`config.mk`:
```
export PLATFORM = sky130hd
export DESIGN_NAME = program_launcher
export DESIGN_NICKNAME = d
export VERILOG_FILES = /design/src/rtl/launcher_pkg.sv /design/src/rtl/dump_reader.sv /design/src/rtl/program_launcher.sv
export SDC_FILE = /design/constraint.sdc
export NUM_CORES = 1
export LEC_CHECK = 0
export ABC_CLOCK_PERIOD_IN_PS = 2900
export CAP_MARGIN = 20
export CORE_MARGIN = 2
export CORE_UTILIZATION = 53
export CTS_BUF_LIST = sky130_fd_sc_hd__clkbuf_8
export CTS_CLUSTER_DIAMETER = 30
export DETAILED_ROUTE_END_ITERATION = 12
export PLACE_DENSITY = 0.89
export SETUP_SLACK_MARGIN = 0.1
export SYNTH_ARGS = -nofsm -noshare
export SYNTH_HDL_FRONTEND = slang
export SYNTH_SLANG_ARGS = --single-unit
```
`constraint.sdc`:
```
create_clock -name clk -period 2.9 [get_ports clk]
set_input_delay 0.58 -clock clk [delete_from_list [all_inputs] [get_ports clk]]
set_output_delay 0.58 -clock clk [all_outputs]
set_load 0.05 [all_outputs]
```
`src/rtl/launcher_pkg.sv`:
```
// Shared types and default sizing for the program launcher.
package launcher_pkg;

  typedef enum logic [2:0] {
    S_IDLE,
    S_HOLD_RST,
    S_GAP,
    S_START,
    S_RUN,
    S_DUMP,
    S_DRAIN,
    S_FINISHED
  } launch_state_t;

  localparam int DEF_CYC_W      = 16;
  localparam int DEF_MAX_CYCLES = 1000;
  localparam int DEF_RST_CYCLES = 2;
  localparam int DEF_DUMP_WORDS = 8;
  localparam int DEF_ADDR_W     = 8;
  localparam int DEF_DATA_W     = 8;

endpackage

```
`src/rtl/dump_reader.sv`:
```
// Data-memory read-back sequencer: walks addresses 0..DUMP_WORDS-1 once per
// start pulse and produces a valid/address strobe aligned with read data.
module dump_reader
  import launcher_pkg::*;
#(
  parameter int ADDR_W     = DEF_ADDR_W,
  parameter int DUMP_WORDS = DEF_DUMP_WORDS
) (
  input  logic              clk,
  input  logic              reset,
  input  logic              start,
  output logic              last,
  output logic              mem_re,
  output logic [ADDR_W-1:0] mem_addr,
  output logic              dump_valid,
  output logic [ADDR_W-1:0] dump_addr
);

  localparam logic [ADDR_W-1:0] LAST_ADDR = ADDR_W'(DUMP_WORDS - 1);

  logic              active;
  logic [ADDR_W-1:0] addr;

  assign last     = active && (addr == LAST_ADDR);
  assign mem_re   = active;
  assign mem_addr = active ? addr : '0;

  // Address walker: armed by start, stops after issuing the last address.
  always_ff @(posedge clk or negedge reset) begin
    // NOTE: registers are updated with <= so every flop samples the values
    // from before the edge, independent of statement order.
    if (!reset) begin
      active <= 1'b0;
      addr   <= '0;
    end else if (start) begin
      active <= 1'b1;
      addr   <= '0;
    end else if (active) begin
      if (addr == LAST_ADDR) active <= 1'b0;
      else                   addr   <= addr + 1'b1;
    end
  end

  // Strobe pipeline: the word appears one cycle after its read is issued.
  always_ff @(posedge clk or negedge reset) begin
    if (!reset) begin
      dump_valid <= 1'b0;
      dump_addr  <= '0;
    end else begin
      dump_valid <= mem_re;
      if (mem_re) dump_addr <= mem_addr;
    end
  end

endmodule

```
`src/rtl/program_launcher.sv`:
```
// Run controller for the 9-bit processor: resets it, pulses start, times the
// run until done or timeout, then streams back the first data-memory words.
module program_launcher
  import launcher_pkg::*;
#(
  parameter int CYC_W      = DEF_CYC_W,
  parameter int MAX_CYCLES = DEF_MAX_CYCLES,
  parameter int RST_CYCLES = DEF_RST_CYCLES,
  parameter int DUMP_WORDS = DEF_DUMP_WORDS,
  parameter int ADDR_W     = DEF_ADDR_W,
  parameter int DATA_W     = DEF_DATA_W
) (
  input  logic              clk,
  input  logic              reset,
  input  logic              go,
  output logic              cpu_reset,
  output logic              cpu_start,
  input  logic              cpu_done,
  output logic              mem_re,
  output logic [ADDR_W-1:0] mem_addr,
  input  logic [DATA_W-1:0] mem_rdata,
  output logic              dump_valid,
  output logic [ADDR_W-1:0] dump_addr,
  output logic [DATA_W-1:0] dump_data,
  output logic              busy,
  output logic              finished,
  output logic              timed_out,
  output logic [CYC_W-1:0]  cycle_count
);

  localparam int                RST_W    = $clog2(RST_CYCLES + 1);
  localparam logic [RST_W-1:0]  RST_LAST = RST_W'(RST_CYCLES - 1);
  localparam logic [CYC_W-1:0]  CYC_LAST = CYC_W'(MAX_CYCLES - 1);

  launch_state_t    state, state_next;
  logic [RST_W-1:0] rst_cnt;
  logic             launch;
  logic             run_exit;
  logic             dump_last;

  dump_reader #(
    .ADDR_W     (ADDR_W),
    .DUMP_WORDS (DUMP_WORDS)
  ) u_dump_reader (
    .clk        (clk),
    .reset      (reset),
    .start      (run_exit),
    .last       (dump_last),
    .mem_re     (mem_re),
    .mem_addr   (mem_addr),
    .dump_valid (dump_valid),
    .dump_addr  (dump_addr)
  );

  // Read data arrives in the same cycle as its strobe; zero it otherwise.
  assign dump_data = dump_valid ? mem_rdata : '0;

  // State register.
  always_ff @(posedge clk or negedge reset) begin
    if (!reset) state <= S_IDLE;
    else        state <= state_next;
  end

  // Next-state decode; go and cpu_done are only looked at where they matter.
  always_comb begin
    // NOTE: every signal gets a default first so no path leaves it unassigned
    // and no latch is inferred.
    state_next = state;
    launch     = 1'b0;
    run_exit   = 1'b0;
    case (state)
      S_IDLE, S_FINISHED: begin
        if (go) begin
          state_next = S_HOLD_RST;
          launch     = 1'b1;
        end
      end
      S_HOLD_RST: if (rst_cnt == RST_LAST) state_next = S_GAP;
      S_GAP:      state_next = S_START;
      S_START:    state_next = S_RUN;
      S_RUN: begin
        if (cpu_done || (cycle_count == CYC_LAST)) begin
          run_exit   = 1'b1;
          state_next = S_DUMP;
        end
      end
      S_DUMP:     if (dump_last) state_next = S_DRAIN;
      S_DRAIN:    state_next = S_FINISHED;
      default:    state_next = S_IDLE;
    endcase
  end

  // Registered outputs and run bookkeeping. CPU reset/start follow the state
  // one cycle late, which puts start RST_CYCLES+2 cycles after go.
  always_ff @(posedge clk or negedge reset) begin
    if (!reset) begin
      cpu_reset   <= 1'b1;
      cpu_start   <= 1'b0;
      busy        <= 1'b0;
      finished    <= 1'b0;
      timed_out   <= 1'b0;
      cycle_count <= '0;
      rst_cnt     <= '0;
    end else begin
      cpu_reset <= (state == S_IDLE) || (state == S_HOLD_RST);
      cpu_start <= (state == S_START);
      busy      <= !((state_next == S_IDLE) || (state_next == S_FINISHED));
      finished  <= (state_next == S_FINISHED);
      rst_cnt   <= (state == S_HOLD_RST) ? rst_cnt + 1'b1 : '0;

      if (launch || (state == S_START))   cycle_count <= '0;
      else if ((state == S_RUN) && !run_exit) cycle_count <= cycle_count + 1'b1;

      if (launch)        timed_out <= 1'b0;
      else if (run_exit) timed_out <= !cpu_done;
    end
  end

endmodule
```
==> impl_metrics.json <==
{
  "cts.clk_slew.worst_paths_ns": 0.09,
  "num_rows": 23,
  "hold_class": "primary input to asynchronous set/reset pin",
  "r2r-start": "cycle_count[0]$_DFFE_PN0P_",
  "power_leakage_nw": 1.26,
  "main_flop_type_after_synthesis": "dfrtp_1",
  "path_max_fanout": 15,
  "gr-max-usage-layer": "met2",
  "max_cap_viol_count": 0,
  "finalSetupViolCount": 0,
  "timing.slew.headroom_pct": 37.0,
  "worst_slew_pin_slew_ns": 0.946,
  "detailed_place_hpwl_um": 3250,
  "final_wl_um": 4620,
  "number_of_nets_produced_by_synthesis": 233,
  "cp-start-kind": "flip-flop",
  "synth.cell_area_mm2": 0.00214,
  "asyncSetResetFlopFracSynth_pct": 100,
  "grt.overflow.total": 0,
  "cts.hold.buffers_added": 0,
  "wire_per_inst_um": 14.1,
  "placed_cells": 319,
  "final_max_slew_viol_count": 0,
  "gr-usage-met2_pct": 36.8,
  "ir_drop_v": 0.000726,
  "cts_htree_levels": 2,
  "groute.layer.met1.usage_pct": 26.4,
  "ys.warnings.count": 0,
  "ant_cells": 0,
  "boundaryPins": 59,
  "cts_num_sinks": 44,
  "area_delta_synth_final_pct": 33.1,
  "period_minus_slack_ns": 2.59,
  "final.setup.tns_ns": 0,
  "gp_weighted_congestion": 0.798,
  "leading_cell_types_by_total_area_after_synthesis": "dfrtp_1, and2_1, a21o_1",
  "chipWidth_um": 67.6,
  "worst-r2r-setup-slack_ns": 0.65,
  "synthTopCellsByCount": "dfrtp_1, and2_1, nor2_1, nand2_1, a21oi_1",
  "timing.rr.end": "state[0]$_DFF_PN0_",
  "worst_setup_path_end_kind": "primary output",
  "grt.met3_usage_pct": 7.33,
  "dr.pass1.iters": 4,
  "power_density_mw_per_mm2": 929,
  "synth_cell_type_count": 38,
  "most_common_cell_in_the_netlist": "dfrtp_1",
  "antenna_violating_nets_post_route": 0,
  "fp.dieH_um": 67.6,
  "cts.repair.resized": 0,
  "clock_path_buffers": 2,
  "timing_hold_violations_final": 0,
  "post_layout_nonfiller_instances": 327,
  "globalRouteTotalUtil_pct": 21.7,
  "worstPathRequired_ns": 2.32,
  "root_cell_of_the_clock_tree": "clkbuf_8",
  "tritoncts.num_buffers": 5,
  "vias_in_the_first_global_route": 1675,
  "overall_via_count_from_detail_route": 1853,
  "fraction_of_the_cycle_the_final_worst_path_needs_pct": 89.3,
  "yosys_register_bits": 44,
  "final_layout_size_suffix_gt1_share_pct": 4.33,
  "status": "complete, no violations",
  "post-cts-setup-buffer-count": 0,
  "vias_per_cell": 5.67,
  "netlist.top_cell.by_area": "dfrtp_1",
  "initial_core_util_pct": 54.4,
  "worst_reg_to_reg_path_cell_count": 5,
  "grt_max_degree": 45,
  "synth_edf_count": 0,
  "place.port_buffers": 58,
  "worst-setup-path-type": "flip-flop to primary output",
  "worstSkewPairLatency_ns": 0.30,
  "fmax_mhz": 386,
  "dieArea_mm2": 0.00457,
  "netlist_instances": 218,
  "worstPathArrival_ns": 2.01,
  "drc": 0,
  "avgSynthCellArea_um2": 9.83,
  "initialDrtViolationCount": 205,
  "core_mm2": 0.00394,
  "nets": 291,
  "netlist.area_leader.share_pct": 50.2,
  "grt_setup_unrepaired": "false",
  "worst_clock_skew_ns": 0.00851,
  "grt_first_pass_wirelength_um": 7470,
  "antenna_found_initial": 0,
  "share_of_synthesized_area_occupied_by_flip_flops_and_latches_pct": 51.4,
  "tritoncts": "done"
}
==> cell families after synthesis <==
| group | count (synthesis) | share of synthesized area (%) |
|---|---|---|
| and+or+nand+nor | 95 | 25.1 |
| adders and majority gates | 3 | 1.75 |
| xor gates and xnor gates | 7 | 2.86 |
| AOI/OAI and AO/OA | 50 | 15.2 |
| buffers and inverters | 18 | 3.15 |
| muxes | 1 | 0.467 |
| DFF | 44 | 51.4 |
==> routing by layer <==
| metal | vias to the layer above | routed length (µm) |
|---|---|---|
| met4 | 0 | 41 |
| met1 | 893 | 2000 |
| met5 | - | 0 |
| met3 | 6 | 252 |
| li1 | 904 | - |
| met2 | 50 | 2330 |
==> worst max-delay path: stages, from the launching register on <==
cell,delay (ns)
dfrtp_1,0.61
inv_1,0.11
nor2_1,0.16
clkdlybuf4s50_1,0.83
==> metrics by stage <==
step	worst slack (ns)	area (µm²)	hold slack (ns)	total power, mW	util (%)
floorplan	0.431	2140	0.284	1.84	-
global route	0.203	2850	0.476	2.80	72.4
finish	0.311	2850	0.417	2.65	72.4
global placement	0.382	2760	0.425	2.24	70.1
CTS	0.283	2850	0.465	2.66	72.4
detailed placement	0.343	2760	0.455	2.27	70.1
==> layout make-up <==
cell class | instances | area (µm²)
Timing Repair Buffer | 60 | 591
Fill cell | 294 | 1090
Multi-Input combinational cell | 156 | 973
Clock buffer | 6 | 82.6
Clock inverter | 2 | 7.51
Tap cell | 50 | 62.6
Inverter | 9 | 33.8
Sequential cell | 44 | 1100
==> sequential cells by signal, indices dropped and copies added, names as in the netlist <==
| name | flops |
|---|---|
| cycle_count | 16 |
| rst_cnt | 2 |
| u_dump_reader.addr | 8 |
| timed_out | 1 |
| u_dump_reader.dump_valid | 1 |
| u_dump_reader.mem_re | 1 |
| finished | 1 |
| cpu_start | 1 |
| cpu_reset | 1 |
| state | 3 |
| u_dump_reader.dump_addr | 8 |
| busy | 1 |
==> layout by cell type, fill, tap and decap left out, types with 2 or more instances in the layout <==
master,n
o211ai_1,7
clkbuf_8,6
a21o_1,9
or4_1,7
nand2_1,13
o31ai_1,6
xnor2_1,5
nor2_1,15
clkdlybuf4s50_1,57
a21oi_1,12
and4_1,2
buf_4,2
and2_1,16
nand2b_1,3
and3_1,3
nor3_1,7
xor2_1,2
nor4_1,2
nand4_1,6
or3_1,7
a31oi_1,2
inv_1,10
nor2b_1,2
dfrtp_1,43
nand3_1,8
o21ai_0,8
ha_1,3
==> where the power goes <==
group | leakage (nW) | internal (mW) | switching (mW)
Clock | 0.0538 | 0.188 | 0.206
Combinational | 0.632 | 0.464 | 0.848
Sequential | 0.577 | 0.757 | 0.188
==> worst max-delay path by stage <==
stage / slack [ns] / to / startpoint
6_report: 0.31 / mem_addr[6] / u_dump_reader.mem_re$_DFF_PN0_
4_1_cts: 0.28 / mem_addr[6] / u_dump_reader.mem_re$_DFF_PN0_
5_1_grt: 0.20 / mem_addr[6] / u_dump_reader.mem_re$_DFF_PN0_
3_5_place_dp: 0.34 / dump_data[2] / mem_rdata[2]
3_3_place_gp: 0.38 / dump_data[0] / mem_rdata[0]
2_1_floorplan: 0.43 / mem_addr[6] / u_dump_reader.mem_re$_DFF_PN0_
Note: power is estimated with default switching activity, not from simulation.
